<file path="src/rtl/chaos_wb_bridge.sv">
// chaos_wb_bridge: Wishbone register window that configures and reads back
// the chaos automaton array through its serial configuration chain.
module chaos_wb_bridge #(
  parameter logic [31:0] BASE_ADR = 32'h3000_0000,
  parameter int          CNT_W    = 12
) (
  input  logic        wb_clk_i,
  input  logic        wb_rst_i,
  input  logic        wbs_stb_i,
  input  logic        wbs_cyc_i,
  input  logic        wbs_we_i,
  input  logic [3:0]  wbs_sel_i,
  input  logic [31:0] wbs_adr_i,
  input  logic [31:0] wbs_dat_i,
  output logic        wbs_ack_o,
  output logic [31:0] wbs_dat_o,
  output logic        hold,
  output logic [63:0] wdata,
  output logic        write,
  input  logic [63:0] rdata,
  output logic        irq
);

  localparam logic [1:0] ST_IDLE    = 2'd0;
  localparam logic [1:0] ST_PULSE   = 2'd1;
  localparam logic [1:0] ST_CAPTURE = 2'd2;

  localparam logic [5:0] OFS_CTRL   = 6'h00;
  localparam logic [5:0] OFS_STATUS = 6'h01;
  localparam logic [5:0] OFS_WLO    = 6'h02;
  localparam logic [5:0] OFS_WHI    = 6'h03;
  localparam logic [5:0] OFS_RLO    = 6'h04;
  localparam logic [5:0] OFS_RHI    = 6'h05;
  localparam logic [5:0] OFS_SHIFT  = 6'h06;

  logic             ack_q;
  logic [31:0]      dat_q;
  logic             hold_q, ie_q, done_q, err_q;
  logic [63:0]      wdata_q, rdata_q;
  logic [CNT_W-1:0] shift_q;
  logic [CNT_W-1:0] cnt_q, cnt_d;
  logic [1:0]       state_q, state_d;

  logic             req, wr, busy;
  logic [5:0]       ofs;
  logic [31:0]      sel_mask, shift_m, rd_val;
  logic             start_req, start, err_set, done_set, capture;
  logic [CNT_W-1:0] start_cnt;
  logic             unused_ok;

  assign req  = wbs_stb_i & wbs_cyc_i & ~ack_q & (wbs_adr_i[31:8] == BASE_ADR[31:8]);
  assign wr   = req & wbs_we_i;
  assign ofs  = wbs_adr_i[7:2];
  assign busy = (state_q != ST_IDLE);

  assign sel_mask = {{8{wbs_sel_i[3]}}, {8{wbs_sel_i[2]}}, {8{wbs_sel_i[1]}}, {8{wbs_sel_i[0]}}};
  assign shift_m  = (32'(shift_q) & ~sel_mask) | (wbs_dat_i & sel_mask);

  assign unused_ok = &{1'b0, wbs_adr_i[1:0], shift_m[31:CNT_W]};

  // Decode writes into start requests and error events.
  always_comb begin
    // NOTE: every combinational output gets a default first so no latch is inferred.
    start_req = 1'b0;
    start_cnt = '0;
    err_set   = 1'b0;
    if (wr) begin
      case (ofs)
        OFS_CTRL:  if (busy && wbs_sel_i[0]) err_set = 1'b1;
        OFS_WLO:   if (busy) err_set = 1'b1;
        OFS_WHI:   if (busy) err_set = 1'b1;
                   else begin start_req = 1'b1; start_cnt = CNT_W'(1); end
        OFS_SHIFT: if (busy) err_set = 1'b1;
                   else begin start_req = 1'b1; start_cnt = shift_m[CNT_W-1:0]; end
        default: ;
      endcase
    end
    // A zero count is a silent no-op; a real start without HOLD is an error.
    start = start_req && (start_cnt != '0) && hold_q;
    if (start_req && (start_cnt != '0) && !hold_q) err_set = 1'b1;
  end

  // Read mux for the register window; unmapped offsets read zero.
  always_comb begin
    rd_val = 32'h0;
    case (ofs)
      OFS_CTRL:   rd_val = {30'd0, ie_q, hold_q};
      OFS_STATUS: rd_val = (32'(cnt_q) << 16) | {29'd0, err_q, done_q, busy};
      OFS_WLO:    rd_val = wdata_q[31:0];
      OFS_WHI:    rd_val = wdata_q[63:32];
      OFS_RLO:    rd_val = rdata_q[31:0];
      OFS_RHI:    rd_val = rdata_q[63:32];
      OFS_SHIFT:  rd_val = 32'(shift_q);
      default:    rd_val = 32'h0;
    endcase
  end

  // Shift engine next state: one pulse cycle then one capture cycle per shift.
  always_comb begin
    state_d  = state_q;
    cnt_d    = cnt_q;
    capture  = 1'b0;
    done_set = 1'b0;
    case (state_q)
      ST_IDLE: if (start) begin cnt_d = start_cnt; state_d = ST_PULSE; end
      ST_PULSE: state_d = ST_CAPTURE;
      ST_CAPTURE: begin
        capture = 1'b1;
        cnt_d   = cnt_q - CNT_W'(1);
        if (cnt_q == CNT_W'(1)) begin
          state_d  = ST_IDLE;
          done_set = 1'b1;
        end else begin
          state_d = ST_PULSE;
        end
      end
      default: state_d = ST_IDLE;
    endcase
  end

  // Wishbone acknowledge and registered read data, zero outside the ack cycle.
  always_ff @(posedge wb_clk_i or posedge wb_rst_i) begin
    // NOTE: sequential state uses non-blocking assignments only.
    if (wb_rst_i) begin
      ack_q <= 1'b0;
      dat_q <= 32'h0;
    end else begin
      ack_q <= req;
      dat_q <= (req && !wbs_we_i) ? rd_val : 32'h0;
    end
  end

  // Control, data and sticky status registers; a flag set beats a w1c clear.
  always_ff @(posedge wb_clk_i or posedge wb_rst_i) begin
    if (wb_rst_i) begin
      hold_q  <= 1'b1;
      ie_q    <= 1'b0;
      done_q  <= 1'b0;
      err_q   <= 1'b0;
      wdata_q <= 64'h0;
      shift_q <= '0;
    end else begin
      if (wr && ofs == OFS_CTRL && wbs_sel_i[0]) begin
        ie_q <= wbs_dat_i[1];
        if (!busy) hold_q <= wbs_dat_i[0];
      end
      if (wr && !busy) begin
        if (ofs == OFS_WLO)
          wdata_q[31:0]  <= (wdata_q[31:0] & ~sel_mask) | (wbs_dat_i & sel_mask);
        if (ofs == OFS_WHI)
          wdata_q[63:32] <= (wdata_q[63:32] & ~sel_mask) | (wbs_dat_i & sel_mask);
        if (ofs == OFS_SHIFT)
          shift_q <= shift_m[CNT_W-1:0];
      end
      if (done_set)
        done_q <= 1'b1;
      else if (wr && ofs == OFS_STATUS && wbs_sel_i[0] && wbs_dat_i[1])
        done_q <= 1'b0;
      if (err_set)
        err_q <= 1'b1;
      else if (wr && ofs == OFS_STATUS && wbs_sel_i[0] && wbs_dat_i[2])
        err_q <= 1'b0;
    end
  end

  // Shift engine state, remaining count and captured chain output.
  always_ff @(posedge wb_clk_i or posedge wb_rst_i) begin
    if (wb_rst_i) begin
      state_q <= ST_IDLE;
      cnt_q   <= '0;
      rdata_q <= 64'h0;
    end else begin
      state_q <= state_d;
      cnt_q   <= cnt_d;
      if (capture) rdata_q <= rdata;
    end
  end

  assign wbs_ack_o = ack_q;
  assign wbs_dat_o = dat_q;
  assign hold      = hold_q;
  assign wdata     = wdata_q;
  assign write     = (state_q == ST_PULSE);
  assign irq       = done_q & ie_q;

endmodule
</file>
<file path="config.mk">
export PLATFORM = sky130hd
export DESIGN_NAME = chaos_wb_bridge
export DESIGN_NICKNAME = d
export VERILOG_FILES = /design/src/rtl/chaos_wb_bridge.sv
export SDC_FILE = /design/constraint.sdc
export NUM_CORES = 1
export LEC_CHECK = 0
export ABC_CLOCK_PERIOD_IN_PS = 6200
export CORE_AREA = 5 5 229 120
export CTS_CLUSTER_DIAMETER = 120
export DETAILED_ROUTE_END_ITERATION = 7
export DIE_AREA = 0 0 234 125
export SETUP_SLACK_MARGIN = 0.02
export SYNTH_ARGS = -nofsm -noshare
export SYNTH_HDL_FRONTEND = slang
export SYNTH_SLANG_ARGS = --single-unit
</file>
<file path="constraint.sdc">
create_clock -name wb_clk_i -period 6.2 [get_ports wb_clk_i]
set_input_delay 1.24 -clock wb_clk_i [delete_from_list [all_inputs] [get_ports wb_clk_i]]
set_output_delay 1.24 -clock wb_clk_i [all_outputs]
set_load 0.02 [all_outputs]
</file>
==> metrics <==
EDFF count, synth=0; M1 wire length=between 10000 and 15000 um; post-CTS sizing=0; DIE AREA=around 0.029 mm^2; hold_buf cts=0; Synth top area share=a little over half; Via-to-Cell Ratio=between 5 and 6; largest area contributor in the netlist=dfrtp_1; Cells after Synth=833; flops & latches, synth=approximately 190; CP Class=input pin to flop; fmax=258.3 MHz; Power, Total=around 2.6 mW; relative slew slack=around 28%; sequential area share after synthesis=55.20%; syn nets=slightly below 1000; clock slew at reported path FFs=about 0.070 ns; yosys warns=0; switching part of the total=a little under a quarter; Hold Violations, Final=0; PortBufs=234; fraction of layout cells with a size suffix above 1=~16%; fillers=2433; Gate power share=~7.6%; worst-margin pin slew=between 1 and 1.5 ns; CTS Buf Count=17; prevailing post-synth register cell=dfrtp_1; reg2reg setup slack=3.31 ns; largest cells by area after synthesis=dfrtp_1 55%, mux2_2 13%, nand2_1 11%, a21oi_1 2.4%, a22oi_1 2.1%; met2 wire len=around 13000 um; RSZ-0062 raised after global routing=no; DRC Markers=0; DRT iter0 DRCs=660; met3 WL post-DR=between 2000 and 3000 um; CTS tree=done; Final Max Slew Viols=0; nets@finish=between 1000 and 1500; postcts setup bufs=0; setup TNS=0 ns; power share of the clock group=between 40% and 50%; final setup violation count=0; largest net degree at the start of global routing=76; Ports=237; final worst slack=~2.3 ns; internal power=2.037 mW; Worst setup EP type=flop; post-route ant nets=0; Mapped Area=0.008661 mm^2; Rows=42; R2R Path Start=wbs_ack_o$_DFF_PP0_; IR drop worst, VDD=about 0.00018 V; worst hold slack=0.4753 ns; status=complete, no violations; Syn Area/Cell=around 10 um^2; Sw Pwr=0.5967 mW; CP Launch Point=wbs_adr_i[5]; leakage=about 5.3 nW; CTS max path bufs=2; worst path arrival time=roughly 4.2 ns; core area=around 0.026 mm^2; vias in the first global route=between 7000 and 8000; Initial Util=between 30% and 40%; crit path time final=between 3 and 4 ns; pwr dens=219.2 mW/mm^2; Clock Skew=0.01046 ns; post-DR wirelength/cell=between 20 and 25 um; DP Worst Slack=1.797 ns; Layout Area Growth over Synthesis=38.73%; final HPWL from detailed placement=approximately 22000 um; worst path required time=6.52 ns; crit start category=input pin; Post-synth ARST share=100.0%; min-delay src=rdata_q[51]$_DFFE_PP0P_; synth unique cells=49; Via Count=between 7000 and 8000; grt total ovfl=0; first-pass iteration count of the detailed router=7; CTS H-tree depth=4; hold crit path type=flop to flop; Hold Crit Depth=2; DR top layer=met5; die span in x=around 230 um; share of power burned in registers=about 50%; reg2reg end=wbs_dat_o[3]$_DFF_PP0_; Worst R2R Path Depth=5; DRT Wirelength=roughly 30000 um; Period Utilization, post-route=about 62%; die height=about 130 um; Tot GR Track Use=20.58%; WHS Endpoint=rdata_q[51]$_DFFE_PP0P_; worst skew pair latency=0.44 ns; worst-path fanout max=20; Root Buffer=clkbuf_16; CTS sink count=191; gpl congestion=about 0.8; max cap viols=0; first-pass GRT wire length=around 46000 um; initial antenna violation count=5
==> worst max-delay path by stage <==
stage / to / slack [ns] / cells past startpoint
floorplan: async pin / 2.50 / 1
global placement: flop / 1.80 / 7
detailed placement: flop / 1.80 / 7
CTS: flop / 2.27 / 7
global route: flop / 2.15 / 7
finish: flop / 2.33 / 7
==> cell usage in the layout, fill, tap and decap left out, types with 3 or more instances in the layout <==
master,Yosys,routed
nand2_1,255,255
clkdlybuf4s50_1,0,233
dfrtp_1,190,190
mux2_2,100,100
a21oi_1,41,41
a22oi_1,24,24
o21ai_0,23,23
clkbuf_16,0,17
buf_4,0,16
a22o_1,15,15
nor2_1,15,14
mux2i_1,14,14
nand3_1,13,12
o22ai_1,11,11
a222oi_1,9,9
nor3_1,8,8
nor4_1,9,8
nand2_2,5,5
nand3_2,4,5
and2_1,4,4
nor2b_1,5,4
inv_1,5,4
or4_1,3,3
clkinvlp_4,0,3
clkbuf_8,0,3
bufinv_16,0,3
==> power groups by stage <==
| stage | clock (mW) | combinational [mW] | sequential (mW) |
|---|---|---|---|
| after floorplan | 0 | 0.0757 | 1.30 |
| after global placement | 0 | 0.202 | 1.30 |
| after detailed placement | 0 | 0.203 | 1.30 |
| after CTS | 1.18 | 0.204 | 1.28 |
| after global routing | 1.23 | 0.221 | 1.28 |
| final | 1.15 | 0.200 | 1.28 |
==> cell families after synthesis <==
| kind of cell | count (synthesis) | synth area share [%] |
|---|---|---|
| compound gates | 138 | 10.56 |
| mux | 114 | 14.62 |
| simple gates | 337 | 17.00 |
| flops | 191 | 55.20 |
| fa+ha+maj | 2 | 0.2889 |
| buf+inv | 51 | 2.326 |
==> routing by layer <==
metal	GRT usage (%)	up-vias
li1	-	3364
met1	31.04	3660
met3	6.615	24
met5	0	-
met2	28.83	273
met4	4.484	6
==> cell usage after synthesis, types with 2 or more instances <==
master    instances
nand2_1         255
dfrtp_1         190
mux2_2          100
a21oi_1          41
clkbuf_1         29
a22oi_1          24
o21ai_0          23
a22o_1           15
nor2_1           15
mux2i_1          14
nand3_1          13
o22ai_1          11
a222oi_1          9
buf_1             9
nor4_1            9
buf_2             8
nor3_1            8
inv_1             5
nand2_2           5
nor2b_1           5
and2_1            4
nand3_2           4
or4_1             3
a21o_1            2
and3_1            2
ha_1              2
nand4_1           2
nor4bb_1          2
o211ai_1          2
o31ai_1           2
or3_1             2
==> layout make-up <==
cell class	count	area, um^2	share of cell area, %
Clock buffer	22	474.2	3.947
Sequential cell	191	4781	39.79
Antenna cell	2	5.005	0.04165
Clock inverter	9	132.6	1.104
Inverter	5	22.52	0.1874
Timing Repair Buffer	250	2457	20.45
Multi-Input combinational cell	591	3702	30.81
Tap cell	352	440.4	3.666
==> through the flow <==
| step | util [%] | cells | area (um^2) |
|---|---|---|---|
| after floorplan | - | 833 | 8665 |
| after detailed placement | 44.65 | 1389 | 11400 |
| after global routing | 47.05 | 1422 | 12020 |
| after CTS | 47.03 | 1420 | 12010 |
| final | 47.05 | 1422 | 12020 |
| after global placement | 44.65 | 1389 | 11400 |
==> worst max-delay path, cell delays in order <==
cell             delay (ns)
clkdlybuf4s50_1        0.47
nor4_2                 0.28
buf_4                  0.33
nand2_1                0.12
nor2_2                 0.83
nand3_2                0.47
mux2_2                 0.41
Power figures use the tool's default switching activity.
